`config.mk`:
```
export PLATFORM = sky130hd
export DESIGN_NAME = rs232_txq
export DESIGN_NICKNAME = d
export VERILOG_FILES = /design/src/rtl/rs232_pkg.sv /design/src/rtl/rs232_fifo.sv /design/src/rtl/rs232_txq.sv
export SDC_FILE = /design/constraint.sdc
export NUM_CORES = 1
export LEC_CHECK = 0
export BUFFER_PORTS_ARGS = -buffer_cell sky130_fd_sc_hd__buf_4
export CORE_MARGIN = 3
export CORE_UTILIZATION = 51
export CTS_CLUSTER_DIAMETER = 50
export DETAILED_ROUTE_END_ITERATION = 12
export PLACE_DENSITY = 0.69
export SETUP_SLACK_MARGIN = 0.3
export SLEW_MARGIN = 20
export SYNTH_ARGS = -nofsm -noshare
export SYNTH_HDL_FRONTEND = slang
export SYNTH_HIERARCHICAL = 1
export SYNTH_SLANG_ARGS = --single-unit
export TNS_END_PERCENT = 5
```
`constraint.sdc`:
```
create_clock -name clk -period 7.5 [get_ports clk]
set_clock_uncertainty 0.05 [all_clocks]
set_input_delay 1.5 -clock clk [delete_from_list [all_inputs] [get_ports clk]]
set_output_delay 1.5 -clock clk [all_outputs]
set_load 0.02 [all_outputs]
```
`src/rtl/rs232_pkg.sv`:
```
// rs232_pkg: shared parity codes, transmitter state encoding and frame sizing helper.
package rs232_pkg;

    localparam int PAR_NONE = 0;
    localparam int PAR_ODD  = 1;
    localparam int PAR_EVEN = 2;
    localparam int TW       = 12;

    typedef enum logic [2:0] {IDLE, START, DATA, PAR, STOP} state_t;

    function automatic int frame_bits(input int databits, input int parity, input int stopbits);
        return 1 + databits + ((parity != PAR_NONE) ? 1 : 0) + stopbits;
    endfunction

endpackage

```
`src/rtl/rs232_fifo.sv`:
```
// rs232_fifo: synchronous FIFO; writes are blocked when full regardless of a same-edge read.
module rs232_fifo #(
    parameter int WIDTH = 8,
    parameter int DEPTH = 4
) (
    input  logic                     clk,
    input  logic                     rst,
    input  logic                     wr,
    input  logic [WIDTH-1:0]         wdata,
    input  logic                     rd,
    output logic [WIDTH-1:0]         rdata,
    output logic [$clog2(DEPTH):0]   count,
    output logic                     full,
    output logic                     empty
);
    localparam int AW = $clog2(DEPTH);
    localparam logic [AW:0] CAP = (AW+1)'(DEPTH);

    logic [WIDTH-1:0] mem [DEPTH];
    logic [AW-1:0]    wptr, rptr;
    logic             we, re;

    assign full  = count == CAP;
    assign empty = count == '0;
    assign we    = wr & ~full;
    assign re    = rd & ~empty;
    assign rdata = mem[rptr];

    always_ff @(posedge clk)
        if (we) mem[wptr] <= wdata;

    always_ff @(posedge clk) begin
        if (!rst) begin
            wptr  <= '0;
            rptr  <= '0;
            count <= '0;
        end else begin
            if (we) wptr <= wptr + 1'b1;
            if (re) rptr <= rptr + 1'b1;
            count <= count + {{AW{1'b0}}, we} - {{AW{1'b0}}, re};
        end
    end
endmodule

```
`src/rtl/rs232_txq.sv`:
```
// rs232_txq: queued RS-232 transmitter with configurable baud divisor, word length, parity and stop bits.
module rs232_txq
    import rs232_pkg::*;
#(
    parameter int CLKDIV   = 1302,
    parameter int DATABITS = 8,
    parameter int PARITY   = 0,
    parameter int STOPBITS = 1,
    parameter int DEPTH    = 4
) (
    input  logic                     clk,
    input  logic                     rst,
    input  logic                     start,
    input  logic [7:0]               data,
    output logic                     rdy,
    output logic                     busy,
    output logic [$clog2(DEPTH):0]   count,
    output logic                     TxD
);
    state_t                state, nxt;
    logic [TW-1:0]         tmr;
    logic [2:0]            bcnt;
    logic [DATABITS-1:0]   sh, head;
    logic                  par, pop, full, empty, bit_end, last_data, last_stop;

    rs232_fifo #(.WIDTH(DATABITS), .DEPTH(DEPTH)) u_fifo (
        .clk   (clk),
        .rst   (rst),
        .wr    (start),
        .wdata (data[DATABITS-1:0]),
        .rd    (pop),
        .rdata (head),
        .count (count),
        .full  (full),
        .empty (empty)
    );

    assign bit_end   = tmr == TW'(CLKDIV - 1);
    assign last_data = bcnt == 3'(DATABITS - 1);
    assign last_stop = bcnt == 3'(STOPBITS - 1);

    always_ff @(posedge clk)
        if (!rst) state <= IDLE;
        else      state <= nxt;

    // pop is raised only where a frame may begin, so back-to-back frames need no idle cycle
    always_comb begin
        nxt = state;
        pop = 1'b0;
        case (state)
            IDLE:  if (!empty) begin nxt = START; pop = 1'b1; end
            START: if (bit_end) nxt = DATA;
            DATA:  if (bit_end && last_data) nxt = (PARITY != PAR_NONE) ? PAR : STOP;
            PAR:   if (bit_end) nxt = STOP;
            STOP:  if (bit_end && last_stop) begin nxt = empty ? IDLE : START; pop = ~empty; end
            default: nxt = IDLE;
        endcase
    end

    always_ff @(posedge clk) begin
        if (!rst) begin
            tmr  <= '0;
            bcnt <= '0;
            sh   <= '0;
            par  <= 1'b0;
        end else begin
            tmr <= (state == IDLE || bit_end) ? '0 : tmr + 1'b1;
            if (pop) begin
                sh   <= head;
                par  <= 1'b0;
                bcnt <= '0;
            end else if (bit_end) begin
                if (state == DATA) begin
                    sh  <= sh >> 1;
                    par <= par ^ sh[0];
                end
                bcnt <= (nxt != state) ? '0 : bcnt + 1'b1;
            end
        end
    end

    always_comb begin
        TxD  = (state == START) ? 1'b0 :
               (state == DATA)  ? sh[0] :
               (state == PAR)   ? ((PARITY == PAR_ODD) ? ~par : par) : 1'b1;
        rdy  = ~full;
        busy = (state != IDLE) | ~empty;
    end
endmodule

```
### Word level (Yosys, flattened, before mapping)

Memory sizes are Yosys's and may differ from the RTL's. A register that Yosys moved wholly into a read port is not among the register bits.
Index checks and enable logic that the tools add are counted.

| word-level totals | value |
|---|---|
| word-level logic and storage cells | 64 |
| memories kept | 1 |
| bits in registers | 34 |
| output and inout bits | 6 |
| input port bits | 11 |
| bits in writable memories | 32 |

| cells by class | value |
|---|---|
| $add $sub $neg | 6 |
| bitwise gates (word level) | 7 |
| equality and inequality tests | 8 |
| muxes and demuxes | 21 |
| reductions and logical operators | 13 |

Memory list:

| memory | depth | bits a word | rd ports | clocked after memory_dff | write ports | line | RTL |
|---|---|---|---|---|---|---|---|
| u_fifo.mem | 4 | 8 | 1 | 1 | 1 | rs232_fifo.sv:19 | `logic [WIDTH-1:0] mem [DEPTH];` |

Operator list:

| cell | number |
|---|---|
| $mux W8 | 3 |
| $mux W3 | 6 |
| $pmux W3 S5 | 1 |
| $add A12 B1 Y12 const B | 1 |
| $eq A12 B11 Y1 const B | 1 |
| $eq A3 B3 Y1 const B | 3 |
| $logic_not A3 Y1 | 3 |
| $mux W1 | 8 |
| $eq A3 B2 Y1 const B | 2 |
| $add A2 B1 Y2 const B | 2 |
| $mux W2 | 2 |
| $reduce_and A2 Y1 | 2 |
| $reduce_bool A2 Y1 | 2 |
| $reduce_or A2 Y1 | 2 |
| $add A3 B1 Y3 | 1 |
| $add A3 B1 Y3 const B | 1 |
| $eq A3 B1 Y1 const B | 1 |
| $ne A3 B3 Y1 | 1 |
| $not A1 Y1 | 3 |
| $reduce_bool A3 Y1 | 1 |
| $sub A3 B1 Y3 | 1 |
| $and A1 B1 Y1 | 2 |
| $logic_and A1 B1 Y1 | 2 |
| $pmux W1 S2 | 1 |
| 3 further kinds | 3 |

### Depth between registers and ports, before layout

| depth | value |
|---|---|
| word-level depth | 7 |
| gate-level depth with buffers | 14 |
| mapped depth without buffers | 14 |

### Cells and area by module

The synthesis kept the hierarchy.

Modules (own cells, without submodules):

| module | area each (µm²) | seq. area each (µm²) | cells an instance | times used |
|---|---|---|---|---|
| rs232_fifo | 1641.6 | 1141.1 | 93 | 1 |
| rs232_txq | 1392.6 | 540.5 | 161 | 1 |

### Worst setup path before layout

No wires, ideal clock.

| timing path | value |
|---|---|
| path kind | input port to flip-flop |
| start point | input port start |
| end point | register u_fifo.count[2] |
| path slack | 4301 ps |
| stages on the path | 10 |
| required time | 7335 ps |
| arrival time | 3034 ps |
| library setup time | 115 ps |
| buffers on the path | 1 |
| cells stage by stage | nor2b_1 buf_6 inv_1 ha_1 inv_1 ha_1 fa_1 xnor2_1 xnor2_1 and2_1 |

| between the ends | value |
|---|---|
| longest elaborated chain between the ends | 3 |

RTL lines:

| item | line | RTL |
|---|---|---|
| start: declaration | rs232_txq.sv:13 | `input logic start,` |
| $and A1 B1 Y1 | rs232_fifo.sv:25 | `assign we = wr & ~full;` |
| $add A3 B1 Y3 | rs232_fifo.sv:40 | `count <= count + {{AW{1'b0}}, we} - {{AW{1'b0}}, re};` |
| $sub A3 B1 Y3 | rs232_fifo.sv:40 |  |
| end signal: assignment | rs232_fifo.sv:40 |  |
| end: declaration | rs232_fifo.sv:12 | `output logic [$clog2(DEPTH):0] count,` |

Every way passes these cells.
A chain may end at the register's enable or synchronous reset.

### Worst setup path in the final report

| timing path | value |
|---|---|
| start point | register tmr[6] |
| end point | register u_fifo.count[2] |

| between the ends | value |
|---|---|
| longest elaborated chain between the ends | 6 |

RTL lines:

| item | line | RTL |
|---|---|---|
| start: declaration | rs232_txq.sv:21 | `logic [TW-1:0] tmr;` |
| start signal: assignment | rs232_txq.sv:67 | `tmr <= (state == IDLE \|\| bit_end) ? '0 : tmr + 1'b1;` |
| $eq A12 B11 Y1 | rs232_txq.sv:38 | `assign bit_end = tmr == TW'(CLKDIV - 1);` |
| $logic_and A1 B1 Y1 | rs232_txq.sv:55 | `STOP: if (bit_end && last_stop) begin nxt = empty ? IDLE : START; pop = ~empty; end` |
| $mux W1 | rs232_txq.sv:55 |  |
| $pmux W1 S2 | rs232_txq.sv:50 | `case (state)` |
| net pop | rs232_txq.sv:24 | `logic par, pop, full, empty, bit_end, last_data, last_stop;` |
| $and A1 B1 Y1 | rs232_fifo.sv:26 | `assign re = rd & ~empty;` |
| net u_fifo.re | rs232_fifo.sv:21 | `logic we, re;` |
| $sub A3 B1 Y3 | rs232_fifo.sv:40 |  |

The timed path passes the listed nets, and every way through them passes these cells.

==> impl_metrics.json <==
{
  "outcome": "finished, final reports clean",
  "yosys.area.top_type": "edfxtp_1",
  "relSlewSlack": 0.5152,
  "setup_viol": 0,
  "synthArstFlopShare": 0,
  "fin_cells": 347,
  "ir_drop_uv": 176.2,
  "worstPathCellList": "or4b_4, o41ai_4, nand2_2, inv_1, nor2b_1, ha_1, inv_1, ha_1, fa_1, xnor2_1, xnor2_1, and2_1",
  "drive_gt1_frac": 0.1673,
  "cp-start-kind": "flip-flop",
  "num_rows": 27,
  "p_leak_nw": 1.172,
  "grt_usage": 0.1699,
  "required_ns": 7.69,
  "antenna_found_initial": 0,
  "io_pins": 17,
  "use_met2": 0.2464,
  "layout_common_cells": "36 x dfxtp_1, 32 x edfxtp_1, 22 x nand2_1",
  "total_power_mw": 1.036,
  "clk_latency_ns": 0.34,
  "grt_pass1_wl_um": 9446,
  "final_common_cell": "dfxtp_1",
  "dpl_cell_area_um2": 3193,
  "seq_area_frac_synth": 0.5542,
  "yosysTopAreaCellShare": 0.3167,
  "worstPathMaxFanout": 7,
  "start_util": 0.5378,
  "drc": 0,
  "syn_area_per_cell_um2": 11.95,
  "wirelength_um": 5298,
  "via_per_inst": 5.712,
  "grt-ovfl-total": 0,
  "routabilityCongestion": 0.8344,
  "htreeDepth": 3,
  "dp_cells": 331,
  "vias": 1982,
  "timing.final.crit_share": 0.4606,
  "hold-worst-slack_ns": 0.4216,
  "final-hold-violation-count": 0,
  "dp_hpwl_um": 3598,
  "slowest_delay_ns": 0.59,
  "grt_max_degree": 18,
  "drt-pass1-iter-count": 4,
  "die_h_um": 83.13,
  "synth-main-ff-cell": "dfxtp_1",
  "slew_violations": 0,
  "worst_slew_pin_slew_ns": 0.7216,
  "wl_per_cell_um": 15.27,
  "power_density_nw_per_um2": 305.4,
  "max_cap_violations": 0,
  "drt-initial-drc-count": 121,
  "criticalPathCategory": "flip-flop to flip-flop",
  "rsz0062_at_grt": "no",
  "grt_use_met1": 0.2401,
  "syn_inst": 254,
  "synthesis.nets": 277,
  "ys_types": 51,
  "cp.arrival_ns": 3.64,
  "die_x_um": 83.13,
  "cpLargestDelayFamily": "simple AND/OR/NAND/NOR gates",
  "min_path_type": "flip-flop to flip-flop",
  "post_cts_resized": 0,
  "final_area_um2": 3392,
  "clockBufferDepth": 2,
  "top_usage_layer": "met2",
  "met3_usage": 0.05159,
  "numCtsBuffers": 9,
  "cts_setup_buffers": 0,
  "setup.worst_path.end_class": "flip-flop",
  "crit_slowest_cell": "or4b_4",
  "nets": 293,
  "n_antenna_cell": 0,
  "final_core_util": 0.6012,
  "syn_to_final_growth_pct": 11.79,
  "cts_root_buffer": "clkbuf_8",
  "synth-edff-count": 32,
  "fin_crit_ns": 3.454,
  "cts_sinks": 68,
  "core-area_um2": 5642,
  "dieArea_um2": 6911,
  "antenna_left": 0,
  "grt_pass1_vias": 1978,
  "ys_top_cells_by_area": "edfxtp_1 32%, dfxtp_1 24%, mux4_2 5.9%",
  "finalWorstSetupSlack_ns": 4.046,
  "syn_area_um2": 3034,
  "dpl_worst_slack_ns": 3.977,
  "fmax_mhz": 289.5,
  "yosysWarnings": 6,
  "fin_setup_tns_ns": 0,
  "cts_tree": "built",
  "holdBufCountCts": 0,
  "cts.clk_slew.worst_paths_ns": 0.07,
  "worst-path-buf-inv": 2,
  "port_buffers": 16,
  "ys_ff_latch": 68
}
-- metal layers --
metal / routed length, um / up-vias
met5: 0 / -
met4: 79 / 0
met3: 281 / 8
met2: 2343 / 52
met1: 2594 / 957
li1: - / 965
-- cells in the mapped netlist (3+ instances only) --
library cell,instances
a31oi_1,7
o21ai_0,5
o211ai_1,5
mux4_2,8
and2_1,7
dfxtp_1,36
or3_1,3
clkbuf_1,6
o31ai_1,4
inv_1,14
nand2_1,22
and4_1,4
nor3_1,4
ha_1,11
nand3b_1,3
xor2_1,7
nand4_1,3
nor2_1,15
edfxtp_1,32
xnor2_1,4
nand3_1,11
a21oi_1,6
-- area by class of cell --
type                       count  area, um2
inverter                      14      52.55
clock inverter                 7      75.07
fill                         458       2250
timing repair buffer          16      120.1
clock buffer                   9      123.9
multi-input combinational    161       1249
sequential                    68       1682
tap                           72      90.09
-- tightest hold or removal path: cells and delay by family, from the launching register on --
kind	cells	cell delay (ns)
simple gates	1	0.05
compound gates	1	0.06
flops	1	0.31
-- registers in the layout (all words and copies together) (netlist names), named ones only --
register      count
state             3
par               1
u_fifo/count      3
u_fifo/mem       32
u_fifo/wptr       2
sh                8
bcnt              3
u_fifo/rptr       2
tmr              12
-- worst paths after layout --
path / startpoint / endpoint / slack [ns] / cells past startpoint
setup / recovery: tmr[6] / u_fifo/count[2] / 4.05 / 12
hold / removal: sh[5] / sh[4] / 0.42 / 2
hold reg to reg: sh[5] / sh[4] / 0.42 / 2
setup reg to reg: tmr[6] / u_fifo/count[2] / 4.05 / 12
-- where the power goes --
part	total, mW	switching [mW]	internal (mW)
sequential	0.490	0.0471	0.443
clock	0.297	0.142	0.154
combinational	0.250	0.134	0.116
total	1.04	0.323	0.713
-- cells by family (layout without fill, tap and decap cells) --
logic type | Yosys count | in the layout | synth area share
and+or+nand+nor | 92 | 92 | 0.1753
DFF | 68 | 68 | 0.5542
AOI/OAI and AO/OA | 36 | 36 | 0.08660
buffers and inverters | 25 | 46 | 0.03423
adders and majority gates | 12 | 12 | 0.05196
xor gates and xnor gates | 11 | 11 | 0.03175
muxes | 10 | 10 | 0.06598
Power figures use the tool's default switching activity.
